===== config.mk =====
export PLATFORM = sky130hd
export DESIGN_NAME = imul_mul_rr_arbiter
export DESIGN_NICKNAME = d
export VERILOG_FILES = /design/src/rtl/imul_mul_rr_arbiter.sv
export SDC_FILE = /design/constraint.sdc
export NUM_CORES = 1
export LEC_CHECK = 0
export BUFFER_PORTS_ARGS = -buffer_cell sky130_fd_sc_hd__clkbuf_2
export CELL_PAD_IN_SITES_DETAIL_PLACEMENT = 1
export CELL_PAD_IN_SITES_GLOBAL_PLACEMENT = 2
export CORE_MARGIN = 4
export CORE_UTILIZATION = 22
export DETAILED_ROUTE_END_ITERATION = 12
export PLACE_DENSITY = 0.83
export RECOVER_POWER = 50
export SETUP_SLACK_MARGIN = 0.05
export SLEW_MARGIN = 10
export SYNTH_ARGS = -nofsm -noshare
export SYNTH_HDL_FRONTEND = slang
export SYNTH_SLANG_ARGS = --single-unit

===== constraint.sdc =====
create_clock -name clk -period 4.7 [get_ports clk]
set_clock_uncertainty 0.2 [all_clocks]
set_input_delay 0.47 -clock clk [delete_from_list [all_inputs] [get_ports clk]]
set_output_delay 0.47 -clock clk [all_outputs]
set_load 0.05 [all_outputs]

===== src/rtl/imul_mul_rr_arbiter.sv =====
// imul_mul_rr_arbiter
//
// Shares one downstream 32-bit multiplier among NREQ requesters. Arbitration
// is round-robin. The multiplier registers its inputs and returns one result
// per issue, exactly one cycle later, with no backpressure. Each requester owns
// a one-entry response buffer, so a stalled consumer only blocks itself.
//
// Ports:
//   clk, reset            clock; synchronous active-high reset
//   req_val / req_rdy     per-requester request handshake (req_rdy one-hot or 0)
//   req_a / req_b         packed operands, requester i at [32*i +: 32]
//   resp_val / resp_rdy   per-requester response handshake
//   resp_data             packed products, requester i at [32*i +: 32]
//   mul_in_val            issue strobe to the multiplier
//   mul_in0 / mul_in1     multiplier operands (zero when not issuing)
//   mul_out_val / mul_out multiplier result, valid one cycle after issue

module imul_mul_rr_arbiter #(
    parameter int unsigned NREQ = 4
) (
    input  logic               clk,
    input  logic               reset,
    input  logic [NREQ-1:0]    req_val,
    output logic [NREQ-1:0]    req_rdy,
    input  logic [NREQ*32-1:0] req_a,
    input  logic [NREQ*32-1:0] req_b,
    output logic [NREQ-1:0]    resp_val,
    input  logic [NREQ-1:0]    resp_rdy,
    output logic [NREQ*32-1:0] resp_data,
    output logic               mul_in_val,
    output logic [31:0]        mul_in0,
    output logic [31:0]        mul_in1,
    input  logic               mul_out_val,
    input  logic [31:0]        mul_out
);

    localparam int unsigned PTRW = (NREQ > 1) ? $clog2(NREQ) : 1;

    typedef enum logic [1:0] {
        StIdle = 2'd0,
        StBusy = 2'd1,
        StFull = 2'd2
    } slot_e;

    // Per-requester slot state and response buffer
    slot_e       slot_q [NREQ];
    slot_e       slot_d [NREQ];
    logic [31:0] buf_q  [NREQ];
    logic [31:0] buf_d  [NREQ];

    // Round-robin pointer: first requester examined in the next search
    logic [PTRW-1:0] ptr_q, ptr_d;

    // One-stage tag pipeline tracking which slot the in-flight product belongs to
    logic [PTRW-1:0] tag_id_q, tag_id_d;
    logic            tag_val_q, tag_val_d;

    logic [NREQ-1:0] eligible;
    logic [NREQ-1:0] grant;
    logic            grant_any;
    logic [PTRW-1:0] grant_idx;
    logic            capture;

    // ------------------------------------------------------------------
    // Eligibility: a slot still draining this cycle is not IDLE yet, so a
    // drained requester only becomes eligible the cycle after the drain.
    // Reset suppresses every grant.
    // ------------------------------------------------------------------
    always_comb begin
        eligible = '0;
        for (int i = 0; i < NREQ; i++) begin
            eligible[i] = req_val[i] && (slot_q[i] == StIdle) && !reset;
        end
    end

    // ------------------------------------------------------------------
    // Rotating priority search starting at ptr_q, wrapping NREQ-1 -> 0.
    // ------------------------------------------------------------------
    always_comb begin : p_grant
        int unsigned cand;
        cand      = 0;
        grant     = '0;
        grant_any = 1'b0;
        grant_idx = '0;
        for (int unsigned k = 0; k < NREQ; k++) begin
            cand = 32'(ptr_q) + k;
            if (cand >= NREQ) begin
                cand = cand - NREQ;
            end
            if (!grant_any && eligible[PTRW'(cand)]) begin
                grant[PTRW'(cand)] = 1'b1;
                grant_any          = 1'b1;
                grant_idx          = PTRW'(cand);
            end
        end
    end

    assign req_rdy = grant;

    // Pointer moves just past the winner; holds when nobody is granted
    always_comb begin
        ptr_d = ptr_q;
        if (grant_any) begin
            if (grant_idx == PTRW'(NREQ - 1)) begin
                ptr_d = '0;
            end else begin
                ptr_d = grant_idx + PTRW'(1);
            end
        end
    end

    // ------------------------------------------------------------------
    // Issue: AND-OR mux on the one-hot grant, so operands are zero when idle
    // ------------------------------------------------------------------
    always_comb begin
        mul_in_val = grant_any;
        mul_in0    = '0;
        mul_in1    = '0;
        for (int i = 0; i < NREQ; i++) begin
            if (grant[i]) begin
                mul_in0 = mul_in0 | req_a[32*i +: 32];
                mul_in1 = mul_in1 | req_b[32*i +: 32];
            end
        end
    end

    // ------------------------------------------------------------------
    // Tag pipeline: one stage, matching the multiplier latency
    // ------------------------------------------------------------------
    always_comb begin
        tag_val_d = grant_any;
        tag_id_d  = grant_any ? grant_idx : tag_id_q;
    end

    // A result strobe with no matching tag is stray and dropped
    assign capture = tag_val_q && mul_out_val;

    // ------------------------------------------------------------------
    // Slot FSMs: IDLE -grant-> BUSY -capture-> FULL -drain-> IDLE
    // ------------------------------------------------------------------
    always_comb begin
        for (int i = 0; i < NREQ; i++) begin
            slot_d[i] = slot_q[i];
            buf_d[i]  = buf_q[i];
            unique case (slot_q[i])
                StIdle: begin
                    if (grant[i]) begin
                        slot_d[i] = StBusy;
                    end
                end
                StBusy: begin
                    if (capture && (tag_id_q == PTRW'(i))) begin
                        slot_d[i] = StFull;
                        buf_d[i]  = mul_out;
                    end
                end
                StFull: begin
                    if (resp_rdy[i]) begin
                        slot_d[i] = StIdle;
                    end
                end
                default: begin
                    slot_d[i] = StIdle;
                end
            endcase
        end
    end

    always_comb begin
        for (int i = 0; i < NREQ; i++) begin
            resp_val[i]          = (slot_q[i] == StFull);
            resp_data[32*i +: 32] = buf_q[i];
        end
    end

    // ------------------------------------------------------------------
    // State registers; reset wins over any grant, capture or drain
    // ------------------------------------------------------------------
    always_ff @(posedge clk) begin
        if (reset) begin
            ptr_q     <= '0;
            tag_id_q  <= '0;
            tag_val_q <= 1'b0;
            for (int i = 0; i < NREQ; i++) begin
                slot_q[i] <= StIdle;
                buf_q[i]  <= '0;
            end
        end else begin
            ptr_q     <= ptr_d;
            tag_id_q  <= tag_id_d;
            tag_val_q <= tag_val_d;
            for (int i = 0; i < NREQ; i++) begin
                slot_q[i] <= slot_d[i];
                buf_q[i]  <= buf_d[i];
            end
        end
    end

endmodule


### Yosys cells after proc, flatten, opt, wreduce, memory -nomap -nowiden

Memory sizes are Yosys's and may differ from the RTL's.
Cells that the tools add are included.

| storage, ports and cells | value |
|---|---|
| memory bits (writable) | 136 |
| bits in registers | 5 |
| logic and storage cells | 159 |
| input port bits | 299 |
| memories | 2 |
| output and inout bits | 201 |

Memory list:

| memory | words | bits a word | read ports | clocked after memory_dff | wr ports | RTL line | text |
|---|---|---|---|---|---|---|---|
| buf_q | 4 | 32 | 4 | 0 | 4 | 48 | `logic [31:0] buf_q [NREQ];` |
| slot_q | 4 | 2 | 4 | 0 | 4 | 46 | `slot_e slot_q [NREQ];` |

| operators by class | value |
|---|---|
| $lt $le $gt $ge | 12 |
| $add $sub $neg | 8 |
| muxes and demuxes | 76 |
| bitwise logic cells | 17 |
| reduce and logical (&&, ||, !) cells | 29 |
| eq/ne operators | 12 |

Operators by type and width:

| kind | number |
|---|---|
| 32-bit 2-to-1 mux | 20 |
| 32-bit OR | 6 |
| 2-bit 2-to-1 mux | 25 |
| 2-bit one-hot mux with 3 select lines | 4 |
| 1-bit logical AND | 20 |
| 4-bit 2-to-1 mux | 4 |
| 1-bit 2-to-1 mux | 15 |
| 2-bit == test (second input constant) | 7 |
| 2-bit by 3-bit < comparator with 1-bit output (second input constant) | 4 |
| 4-bit OR | 3 |
| 2-bit by 1-bit == test with 1-bit output (second input constant) | 5 |
| 2-bit logical NOT | 5 |
| 3-bit greater-or-equal comparator (second input constant) | 3 |
| 1-bit binary-select mux with 2-bit select | 4 |
| 1-bit demux with 2-bit select | 4 |
| 2-bit by 1-bit greater-or-equal comparator with 1-bit output (second input constant) | 4 |
| 1-bit OR | 8 |
| 2-bit by 1-bit subtractor with 2-bit output (second input constant) | 4 |
| 2-bit by 2-bit adder with 3-bit output (second input constant) | 2 |
| 1-bit logical NOT | 4 |
| 2-bit by 1-bit adder with 3-bit output (second input constant) | 1 |
| 2-bit by 3-bit greater-or-equal comparator with 1-bit output (second input constant) | 1 |
| 2-bit by 1-bit adder with 2-bit output (second input constant) | 1 |

### Depth between registers and ports, before layout

An unclocked memory read counts as a cell.

| logic depth | value |
|---|---|
| depth in word-level cells | 23 |
| depth in mapped cells | 11 |
| depth with buffers taken out | 8 |

### Least setup slack after synthesis

No wires, ideal clock.

| path | value |
|---|---|
| kind | reg-to-output |
| start | reg with a tool-made name |
| end | out mul_in0[0] |
| cell stages (with the launch flop) | 12 |
| arrival | 3.352 ns |
| required time | 4.030 ns |
| path slack | 0.678 ns |
| path buffers | 4 |
| path through | dfxtp_1 > buf_2 > clkinv_1 > ha_1 > clkbuf_1 > mux4_2 > a21oi_1 > a21oi_2 > buf_6 > buf_6 > a222oi_1 > nand3_1 |

RTL lines:

| item | RTL line | text |
|---|---|---|
| end: declaration | 31 | `output logic [31:0] mul_in0,` |

### Worst setup path after layout

| path | value |
|---|---|
| start | reg ptr_q[1] |
| end | out mul_in1[27] |

| between the ends | value |
|---|---|
| longest elaborated chain between the ends | 21 |
| elaborated cells between the ends (all ways) | 66 |
| those cells by class | add/sub: 7; order compare: 12; mux: 31; bitwise: 6; reduce/logical: 10 |

Ends and longest elaborated chain:

| item | RTL line | text |
|---|---|---|
| start: declaration | 52 | `logic [PTRW-1:0] ptr_q, ptr_d;` |
| start signal: assignment | 189 | `ptr_q <= ptr_d;` |
| branches (longest 13 deep; another with 2-bit by 1-bit adder with 3-bit output) | - |  |
| 4-bit 2-to-1 mux * | 90 | `if (!grant_any && eligible[PTRW'(cand)]) begin` |
| 32-bit 2-to-1 mux | 120 | `if (grant[i]) begin` |
| 32-bit OR | 122 | `mul_in1 = mul_in1 \| req_b[32*i +: 32];` |
| 32-bit 2-to-1 mux | 120 |  |
| 32-bit OR | 122 |  |
| 32-bit 2-to-1 mux | 120 |  |
| 32-bit OR | 122 |  |
| 32-bit 2-to-1 mux * | 120 |  |
| end: declaration | 32 | `output logic [31:0] mul_in1,` |

Mark *: on every way between the ends. The select of a mux whose other input is x is not followed.

==> flow_metrics.py <==
metrics = {
    "clock_tree": {
        "cts-root-buf": "clkbuf_16",
        "clk_latency_ns": 0.42,
        "cts_made_buffers": 17,
        "htree_levels": 4,
        "path_clk_slew_ns": 0.06,
        "cts_tree": "done",
        "cts_max_path_buffers": 2,
        "ctsResizeCount": 0,
        "cts_sinks": 141,
        "holdBufCountCts": 0,
        "post-cts-setup-buffer-count": 0,
    },
    "die": {
        "chipHeight_um": 204.8,
        "die_area_um2": 41960,
        "boundaryPins": 500,
        "core-area_um2": 37930,
        "placementRows": 71,
        "start_util_pct": 22.47,
        "chipWidth_um": 204.8,
    },
    "outcome": {
        "violations": "max-capacitance violations, max-slew violations",
        "status": "finished with violations",
    },
    "critical_path": {
        "critPathLaunchType": "flop",
        "worst-path-buf-inv": 3,
        "reg2regPathDepth": 5,
        "crit_slowest_cell": "mux4_2",
        "crit_path_max_fanout": 45,
        "cp_cell_sequence": "inv_1 > ha_1 > mux4_2 > a21oi_1 > a21oi_4 > buf_12 > a222oi_1 > nand3_1 > clkbuf_2",
        "cp.depth": 9,
        "cpLargestDelayFamily": "compound AO/OA/AOI/OAI gates",
        "path_class": "reg2out",
        "cp-end-kind": "primary output",
        "cp.required_ns": 4.03,
        "critPathMaxStageDelay_ns": 0.60,
        "cp.arrival_ns": 3.65,
    },
    "route": {
        "drc": 0,
        "drtAntennaViolNets": 0,
        "routed_wl_mm": 48.38,
        "wl_per_cell_um": 22.24,
        "drt_first_iter_violations": 932,
        "firstDrtPassIters": 7,
        "viasPerCell": 5.315,
        "route.vias.total": 11570,
    },
    "place": {
        "pre_cts_slack_ns": 0.8080,
        "dp_hpwl_mm": 35.70,
        "place_congestion": 0.8869,
        "placed_area_um2": 11510,
        "io_buffers": 499,
    },
    "logic_synthesis": {
        "syn_avg_cell_area_um2": 7.050,
        "synth-main-ff-cell": "dfxtp_1",
        "yosysWarnings": 0,
        "netlist-cell-type-count": 42,
        "synthCells": 1209,
        "synth_top_area_share_pct": 33.12,
        "netlist_area_um2": 8523,
        "ys_async_sr_fraction_pct": 0,
        "yosys.area.top_type": "dfxtp_1",
        "synth_nets": 1514,
        "yosys-top-cells-area": "dfxtp_1 (33%), nand2_1 (17%), a22oi_1 (11%)",
        "synth_seq_cells": 141,
        "synth_seq_area_share_pct": 33.12,
        "synth-edff-count": 0,
    },
    "global_route": {
        "grt_pass1_wl_mm": 71.36,
        "overflow": 0,
        "grt_max_degree": 76,
        "grt_pass1_vias": 11640,
        "grt_usage_pct": 21.48,
        "grt_antenna_before_repair": 19,
    },
    "final_layout": {
        "syn2layout_area_growth_pct": 39.83,
        "drive_gt1_share_pct": 27.32,
        "final_cell_mix": "nand2_1 (389), clkbuf_2 (370), dfxtp_1 (141), a21oi_1 (140), clkbuf_1 (132)",
        "finalNetCount": 1941,
        "fill_cells": 4958,
        "finalInstanceArea_um2": 11920,
        "layout_commonest_cell": "nand2_1",
        "multi_input_area_um2": 5254,
        "seqCellArea_um2": 2823,
    },
    "timing": {
        "tns_ns": 0,
        "worst_pin_slew_ns": 2.454,
        "finalHoldViolCount": 0,
        "fin_ws_ns": 0.3779,
        "fmax_mhz": 231.4,
        "fin_crit_sh_pct": 91.96,
        "maxSlewHeadroom_pct": -63.63,
        "setup_viol": 0,
        "rsz0062_at_grt": "false",
        "period_minus_slack_ns": 4.322,
        "final_max_slew_viol_count": 136,
    },
    "pwr": {
        "pwr_density_cell_nw_per_um2": 803.5,
        "p_leak_nw": 4.877,
        "max-vdd-ir-drop_mv": 0.4682,
    },
    "min_path": {
        "hold_depth": 3,
        "hp-class": "in2reg",
    },
    "flow_run": {
        "cap_violations": 4,
    },
}
==> power by group <==
group / leakage [nW] / internal (mW) / switching (mW)
combinational: 3.48 / 1.84 / 5.18
sequential: 1.14 / 1.27 / 0.0555
clock: 0.255 / 0.730 / 0.507
total: 4.88 / 3.83 / 5.74
==> per-stage QoR <==
step,utilization (%),hold WS (ns),total power [mW],std cells
finish,31.42,0.1123,9.576,2176
global route,31.42,0.1096,10.08,2176
CTS,31.72,0.08782,9.596,2158
detailed placement,30.34,0.2499,8.342,2128
global placement,30.34,0.2417,8.269,2128
floorplan,-,0.2452,6.494,1209
==> synthesized netlist by cell type, types with 3 or more instances <==
| cell | instances |
|---|---|
| nand2b_1 | 5 |
| clkbuf_1 | 90 |
| buf_6 | 6 |
| a22oi_1 | 128 |
| a21oi_1 | 143 |
| ha_1 | 6 |
| or2_2 | 8 |
| nor2b_1 | 4 |
| dfxtp_1 | 141 |
| o21a_1 | 4 |
| buf_1 | 5 |
| o21ai_0 | 67 |
| buf_2 | 17 |
| nand2_1 | 389 |
| a222oi_1 | 64 |
| o311a_1 | 4 |
| mux4_2 | 5 |
| nor2_1 | 17 |
| or4b_1 | 4 |
| nand3_1 | 69 |
| inv_1 | 3 |
==> worst min-delay path: stages <==
cell and delay, ns:
clkbuf_2 0.11, nand2_1 0.06, a21oi_1 0.05
==> routing by layer <==
layer / GRT usage [%] / part of all wire (%) / vias up
met5: 0 / 0.027 / -
met4: 10.55 / 3.8 / 2
met3: 6.775 / 9.6 / 80
met2: 35.81 / 49 / 554
met1: 24.96 / 38 / 5636
li1: - / - / 5293
==> final timing paths <==
check / startpoint / endpoint / slack (ns)
max: ptr_q[1] / mul_in1[27] / 0.38
min: mul_out[14] / buf_q[0][14] / 0.11
max reg2reg: tag_val_q / buf_q[1][18] / 1.57
min reg2reg: buf_q[1][2] / buf_q[1][2] / 0.25
==> cells by family after synthesis <==
group / count (synthesis) / synth area share, %
muxes: 7 / 1.556
AOI/OAI and AO/OA: 422 / 33.10
adders and majority gates: 6 / 0.8808
xor gates and xnor gates: 1 / 0.1028
buffers and inverters: 122 / 6.151
DFF: 141 / 33.12
and+or+nand+nor: 510 / 25.09
==> state kept, by name, summed over array words and instances, names as in the netlist, named ones only <==
name       count
tag_val_q      1
tag_id_q       2
ptr_q          1
buf_q        128
slot_q         8
==> cell type report <==
class                   instances  share of cell area, %
well taps                     511                  5.365
clock inverters                 8                 0.5879
clock buffers                  22                  3.811
inverters                       4                 0.1260
multi-input cells             946                  44.08
diodes                         18                 0.3780
repair buffers                526                  21.96
flip-flops and latches        141                  23.69
Note: power is estimated with default switching activity, not from simulation.
